### config.mk
export PLATFORM = sky130hd
export DESIGN_NAME = hrmf_ctrl
export DESIGN_NICKNAME = d
export VERILOG_FILES = /design/src/rtl/hrmf_pkg.sv /design/src/rtl/hrmf_lat_pipe.sv /design/src/rtl/hrmf_ctrl.sv
export SDC_FILE = /design/constraint.sdc
export NUM_CORES = 1
export LEC_CHECK = 0
export BUFFER_PORTS_ARGS = -buffer_cell sky130_fd_sc_hd__buf_4
export CELL_PAD_IN_SITES_DETAIL_PLACEMENT = 0
export CELL_PAD_IN_SITES_GLOBAL_PLACEMENT = 2
export CORE_ASPECT_RATIO = 1.1
export CORE_MARGIN = 10
export CORE_UTILIZATION = 29
export DETAILED_ROUTE_END_ITERATION = 12
export GPL_ROUTABILITY_DRIVEN = 0
export PLACE_DENSITY = 0.7
export SLEW_MARGIN = 10
export SYNTH_ARGS = -nofsm -noshare
export SYNTH_HDL_FRONTEND = slang
export SYNTH_SLANG_ARGS = --single-unit
### constraint.sdc
create_clock -name CLK -period 1.9 [get_ports CLK]
set_input_delay 0.285 -clock CLK [delete_from_list [all_inputs] [get_ports CLK]]
set_output_delay 0.285 -clock CLK [all_outputs]
set_load 0.005 [all_outputs]
### src/rtl/hrmf_pkg.sv
// Shared types and constants for the HRMF stage sequencing controller.
package hrmf_pkg;

  typedef enum logic [1:0] {
    IDLE  = 2'd0,
    RUN   = 2'd1,
    DRAIN = 2'd2
  } hrmf_state_t;

  localparam logic [1:0] PH0 = 2'd0;
  localparam logic [1:0] PH1 = 2'd1;
  localparam logic [1:0] PH2 = 2'd2;
  localparam logic [1:0] PH3 = 2'd3;

  localparam int CPLX_W = 64;

endpackage

### src/rtl/hrmf_lat_pipe.sv
// MTU_LAT-deep {valid, last} shift register mirroring the transpose-unit latency,
// with a synchronous clear that drops every in-flight flag.
module hrmf_lat_pipe #(
  parameter int MTU_LAT = 3
) (
  input  logic CLK,
  input  logic RST,
  input  logic clr,
  input  logic shift_vld,
  input  logic shift_last,
  output logic tail_vld,
  output logic tail_last,
  output logic empty
);

  logic [MTU_LAT-1:0] vld_p;
  logic [MTU_LAT-1:0] last_p;

  always_ff @(posedge CLK) begin
    if (RST || clr) begin
      vld_p  <= '0;
      last_p <= '0;
    end else begin
      vld_p[0]  <= shift_vld;
      last_p[0] <= shift_last;
      for (int i = 1; i < MTU_LAT; i++) begin
        vld_p[i]  <= vld_p[i-1];
        last_p[i] <= last_p[i-1];
      end
    end
  end

  assign tail_vld  = vld_p[MTU_LAT-1];
  assign tail_last = last_p[MTU_LAT-1];
  assign empty     = ~|vld_p;

endmodule

### src/rtl/hrmf_ctrl.sv
// HRMF stage sequencing controller: phase select, latency tracking, twiddle addressing.
// Optional HRMF_CTRL_LASTCHK_EN: abort the frame when IN_LAST disagrees with the beat count.
module hrmf_ctrl
  import hrmf_pkg::*;
#(
  parameter int N_LOG2  = 8,
  parameter int MTU_LAT = 3,
  parameter int TF_AW   = N_LOG2 - 2
) (
  input  logic             CLK,
  input  logic             RST,
  input  logic             ENABLE,
  input  logic             IN_VALID,
  input  logic             IN_LAST,
  output logic             IN_READY,
  output logic [1:0]       SEL_HRMF,
  output logic             TF_EN,
  output logic [TF_AW-1:0] TF_ADDR,
  output logic             OUT_VALID,
  output logic             OUT_LAST,
  output logic             BUSY,
  output logic             ERR,
  output logic [15:0]      FRAME_CNT
);

  localparam int            CW     = N_LOG2 - 2;
  localparam logic [CW-1:0] IN_MAX = '1;

  hrmf_state_t   state, state_nxt;
  logic [CW-1:0] in_cnt, in_cnt_nxt, out_cnt;
  logic [1:0]    sel_q, sel_nxt;
  logic          busy_q, err_q;
  logic [15:0]   frame_cnt;
  logic          out_vld, out_last, pipe_empty;
  logic          accept, term, underrun, last_err, abort;

  // Mid-frame the datapath cannot stall, so RUN always accepts.
  assign IN_READY = !RST && ((state == RUN) || ENABLE);
  assign accept   = IN_VALID && IN_READY;
  assign term     = (state == RUN) && (in_cnt == IN_MAX);
  assign underrun = (state == RUN) && !IN_VALID;

`ifdef HRMF_CTRL_LASTCHK_EN
  assign last_err = accept && (IN_LAST != term);
`else
  logic unused_last;
  assign unused_last = IN_LAST;
  assign last_err    = 1'b0;
`endif

  assign abort = underrun || last_err;

  always_comb begin
    state_nxt  = state;
    in_cnt_nxt = in_cnt;
    case (state)
      IDLE: begin
        if (accept) begin
          state_nxt  = RUN;
          in_cnt_nxt = CW'(1);
        end
      end
      RUN: begin
        if (accept) begin
          in_cnt_nxt = in_cnt + CW'(1);
          if (term) state_nxt = DRAIN;
        end
      end
      DRAIN: begin
        if (accept) begin
          state_nxt  = RUN;
          in_cnt_nxt = CW'(1);
        end else if (pipe_empty) begin
          state_nxt = IDLE;
        end
      end
      default: state_nxt = IDLE;
    endcase
    if (abort) begin
      state_nxt  = IDLE;
      in_cnt_nxt = '0;
    end
  end

  // The transpose unit keeps shifting while draining, so the phase free-runs there.
  always_comb begin
    sel_nxt = PH0;
    case (state_nxt)
      RUN:     sel_nxt = in_cnt_nxt[1:0];
      DRAIN:   sel_nxt = sel_q + 2'd1;
      default: sel_nxt = PH0;
    endcase
  end

  always_ff @(posedge CLK) begin
    if (RST) begin
      state     <= IDLE;
      in_cnt    <= '0;
      sel_q     <= PH0;
      busy_q    <= 1'b0;
      err_q     <= 1'b0;
      out_cnt   <= '0;
      frame_cnt <= '0;
    end else begin
      state  <= state_nxt;
      in_cnt <= in_cnt_nxt;
      sel_q  <= sel_nxt;
      busy_q <= (state_nxt != IDLE);
      err_q  <= abort;
      if (abort)         out_cnt <= '0;
      else if (out_vld)  out_cnt <= out_last ? '0 : out_cnt + CW'(1);
      if (out_vld && out_last && !abort) frame_cnt <= frame_cnt + 16'd1;
    end
  end

  hrmf_lat_pipe #(
    .MTU_LAT(MTU_LAT)
  ) u_lat_pipe (
    .CLK       (CLK),
    .RST       (RST),
    .clr       (abort),
    .shift_vld (accept),
    .shift_last(accept && term),
    .tail_vld  (out_vld),
    .tail_last (out_last),
    .empty     (pipe_empty)
  );

  assign SEL_HRMF  = sel_q;
  assign TF_EN     = out_vld;
  assign TF_ADDR   = TF_AW'(out_cnt);
  assign OUT_VALID = out_vld;
  assign OUT_LAST  = out_last;
  assign BUSY      = busy_q;
  assign ERR       = err_q;
  assign FRAME_CNT = frame_cnt;

endmodule

==> reports/qor.log <==
INFO  outcome        run_status=complete, no violations
INFO  clock_network  clock_tree.htree_level_count=2
INFO  sta            worst_slew_pin_slew=463.1ps
INFO  clock_network  numClockSinks=40
INFO  worst_setup_path endpoint_kind=register
INFO  worst_setup_path worst-endpoint-arrival=2010ps
INFO  synth          synth_ff_type=sky130_fd_sc_hd__dfxtp_1
INFO  route          met1_length=2027um
INFO  synth          syn_avg_cell_area=8.984um^2
INFO  hold_path      worst_hold_startpoint=RST
INFO  pwr            power=1536uW
INFO  worst_setup_path critical-path-max-stage-delay=370ps
INFO  worst_setup_path cell_chain_of_the_critical_path=or2b_1 > a2111oi_4 > o32a_4 > inv_1 > ha_1 > a32oi_1 > nor3b_1
INFO  final_layout   final_net_count=274
INFO  worst_setup_path timing.rr.end=SEL_HRMF[0]$_SDFF_PP0_
INFO  route          drt_pass1_iterations=4
INFO  hold_path      worstHoldPathType=in -> reg
INFO  clock_network  cts_buffer_depth=2
INFO  die            rows=30
INFO  synth          synth_sequential_area_ratio=43.48%
INFO  die            die_y=103.6um
INFO  pwr            p_int=1187uW
INFO  pwr            power_per_cell_area=615.8nW/um^2
INFO  worst_setup_path worst_path_max_delay_cell=sky130_fd_sc_hd__a2111oi_4
INFO  sta            fmaxAchievable=0.5476GHz
INFO  clock_network  clock_slew_seen_by_the_registers_of_the_worst_setup_and_hold_paths=80ps
INFO  die            die_width=95.99um
INFO  route          highest_layer=met4
INFO  sta            finalClockSkew=3.628ps
INFO  worst_setup_path crit-reg2reg-launch=state[0]$_SDFF_PP0_
INFO  synth          yosysUniqueCellTypes=41
INFO  pwr            standby_leakage_power=0.001028uW
INFO  route          drt_iter0_drc=29
INFO  final_layout   syn2layout_area_growth=35.39%
INFO  pwr            power.share.switching=22.72%
INFO  pwr            power_switching=348.9uW
INFO  clock_network  cts_root_buf=sky130_fd_sc_hd__clkbuf_8
INFO  clock_network  cts_tree=built
INFO  global_routing overflow=0
INFO  synth          asyncSetResetFlopFracSynth=0%
INFO  clock_network  post_cts_hold_buffer_count=0
INFO  worst_setup_path worstPathMaxFanout=4
INFO  route          dr_total_vias=1624
INFO  sta            finalSetupViolations=0
INFO  global_routing grt_antenna_before_repair=0
INFO  route          met3RoutedLength=266um
INFO  route          mean_routed_wirelength_per_cell=13.52um
INFO  place          numPortBuffers=33
INFO  route          detail_route.drc_violations=0
INFO  global_routing grt_start_max_net_pins=16
INFO  route          totalWireLength=4636um
INFO  sta            hold_viol=0
INFO  sta            finalWorstPathRequiredPeriod=1826ps
INFO  global_routing grt_pass1_wl=7631um
INFO  synth          synth_top_area_cell=sky130_fd_sc_hd__dfxtp_1
INFO  pwr            clockPowerShare=38.2%
INFO  place          detailedPlacementHpwl=3459um
INFO  die            floorplan.core_area=6156um^2
INFO  worst_setup_path critPathLaunchType=register
INFO  worst_setup_path timing.setup.critical_path_class=reg -> reg
INFO  route          antenna_left=0
INFO  clock_network  total_clock_buffers_created_by_cts=5
INFO  final_layout   antennaDiodeCount=0
INFO  final_layout   fillerInstances=660
INFO  synth          number_of_enable_type_register_cells_in_the_synthesized_netlist=0
INFO  sta            grt_setup_unrepaired=yes
INFO  flow_run       drv_cap=0
INFO  hold_path      hold_end=u_lat_pipe.last_p[0]$_SDFF_PP0_
INFO  final_layout   fraction_of_layout_instances_using_a_drive_strength_above_1=30.80%
INFO  global_routing global_route.usage.total=9.459%
INFO  pwr            comb_power_share=6.5%
INFO  synth          yosys_register_bits=40
INFO  sta            final.period_utilization=96.11%
INFO  pwr            sequential_power_share=55.3%
INFO  synth          syn_nets=217
INFO  final_layout   postLayoutCoreUtil=40.51%
INFO  synth          postSynthCellCount=205
INFO  final_layout   sequential_cell_area=804.5um^2
INFO  worst_setup_path worstRegToRegCells=7
INFO  synth          top_cells_by_area_synth=sky130_fd_sc_hd__dfxtp_1 43%, sky130_fd_sc_hd__xor2_1 5.2%, sky130_fd_sc_hd__nor2_1 5.1%
INFO  worst_setup_path reg2reg_setup_slack=70ps
INFO  worst_setup_path critical-path-top-delay-family=compound AO/OA/AOI/OAI gates
INFO  worst_setup_path crit_required=2080ps
INFO  final_layout   area_of_the_multi_input_gates=1026um^2
INFO  route          viasPerCell=4.735
INFO  worst_setup_path cp.buffers_inverters=1
INFO  synth          total_standard_cell_area_after_synthesis=1842um^2
INFO  clock_network  clk-insertion-delay-late=290ps
INFO  synth          yosysWarnings=0
INFO  sta            timing_max_transition_violations_final=0
INFO  die            dieArea=9942um^2
INFO  global_routing first_global_vias=1592
INFO  synth          netlist.area_leader.share=43.48%
INFO  die            ios=35
INFO  die            initial_standard_cell_utilization_of_the_core=29.92%
INFO  sta            slew_headroom=69.01%
INFO  route          detailroute.wirelength.met2=2274um
INFO  hold_path      timing.hold.worst_path_depth=3
INFO  pwr            worst_ir_drop_vdd=282.9uV
## cell type report
type / count / area share [%]
Sequential cell: 40 / 32.26
Inverter: 8 / 1.204
Multi-Input combinational cell: 148 / 41.14
Timing Repair Buffer: 59 / 17.76
Clock buffer: 8 / 3.613
Tap cell: 80 / 4.014
## worst min-delay path: stages
cell and delay, ps:
sky130_fd_sc_hd__buf_4 110, sky130_fd_sc_hd__or4bb_4 140, sky130_fd_sc_hd__nor3_4 40
## through the flow
step           cell area, um^2  setup TNS (ps)  worst slack, ps  std cells  hold WS [ps]
4_1_cts                   2444               0            13.65        343         331.1
3_5_place_dp              2337          -333.3           -195.2        335         417.1
2_1_floorplan             1842               0            43.71        205         405.7
5_1_grt                   2494          -46.06           -46.06        343         327.7
6_report                  2494               0            73.82        343         323.7
3_3_place_gp              2337          -298.0           -173.1        335         408.4
## cells by family (layout without fill, tap and decap cells)
| family | Yosys count | in the layout | share of synthesized area [%] |
|---|---|---|---|
| fa+ha+maj | 7 | 7 | 4.755 |
| compound gates | 32 | 32 | 10.67 |
| buf+inv | 17 | 75 | 4.212 |
| simple gates | 91 | 91 | 28.13 |
| xor+xnor | 15 | 15 | 7.133 |
| flops | 40 | 40 | 43.48 |
| mux | 3 | 3 | 1.630 |
## layout by cell type (no fill, tap or decap), drive strengths merged, types with 3 or more instances in the layout
cell	n
a21oi	13
dfxtp	40
nor3b	4
o31ai	5
mux2i	3
or3	4
clkbuf	8
o21ai	8
nand4	5
and3	3
xor2	11
inv	8
nor2	25
ha	7
and2	6
xnor2	4
nand2	12
or4	5
nand3	6
nand2b	3
buf	59
## routing by layer
metal | vias to the layer above | global-route usage [%]
met5 | - | 0
met4 | 0 | 3.165
met3 | 5 | 3.177
met2 | 27 | 15.53
met1 | 762 | 11.03
li1 | 830 | -
## repair_timing
action | CTS | global route
endpoints found under the setup margin | 2 | 5
resized for setup | 6 | 10
buffers inserted | 0 | 0
pin swaps | 2 | 3
## sequential cells by signal, indices dropped and copies added (netlist names)
signal	count
in_cnt	6
state	2
u_lat_pipe.last_p	3
ERR	1
TF_ADDR	6
BUSY	1
u_lat_pipe.vld_p	3
FRAME_CNT	16
SEL_HRMF	2
## cell usage after synthesis (all sizes together), types with 4 or more instances
master and instances:
nor2 25, o21ai 8, nand3 6, xnor2 4, inv 8, dfxtp 40, nor3b 4, or4 5
clkbuf 5, a21oi 13, o31ai 5, nand2 12, and2 6, buf 4, ha 7, nand4 5
xor2 11, or3 4
## power groups by stage
stage | clock (uW) | combinational, uW | sequential, uW
floorplan | 0 | 51.4 | 867
global placement | 0 | 93.6 | 868
detailed placement | 0 | 94.4 | 868
CTS | 617 | 95.8 | 849
global route | 655 | 111 | 850
finish | 587 | 99.5 | 849
## worst max-delay path by stage
stage	slack [ps]	from	end	cells after the start
global route	-50	state[0]$_SDFF_PP0_	SEL_HRMF[0]$_SDFF_PP0_	7
global placement	-170	in_cnt[0]$_SDFF_PP0_	SEL_HRMF[0]$_SDFF_PP0_	8
floorplan	40	state[1]$_SDFF_PP0_	SEL_HRMF[1]$_SDFF_PP0_	6
CTS	10	in_cnt[0]$_SDFF_PP0_	SEL_HRMF[0]$_SDFF_PP0_	8
finish	70	state[0]$_SDFF_PP0_	SEL_HRMF[0]$_SDFF_PP0_	7
detailed placement	-200	in_cnt[0]$_SDFF_PP0_	SEL_HRMF[0]$_SDFF_PP0_	8
Power figures use the tool's default switching activity.
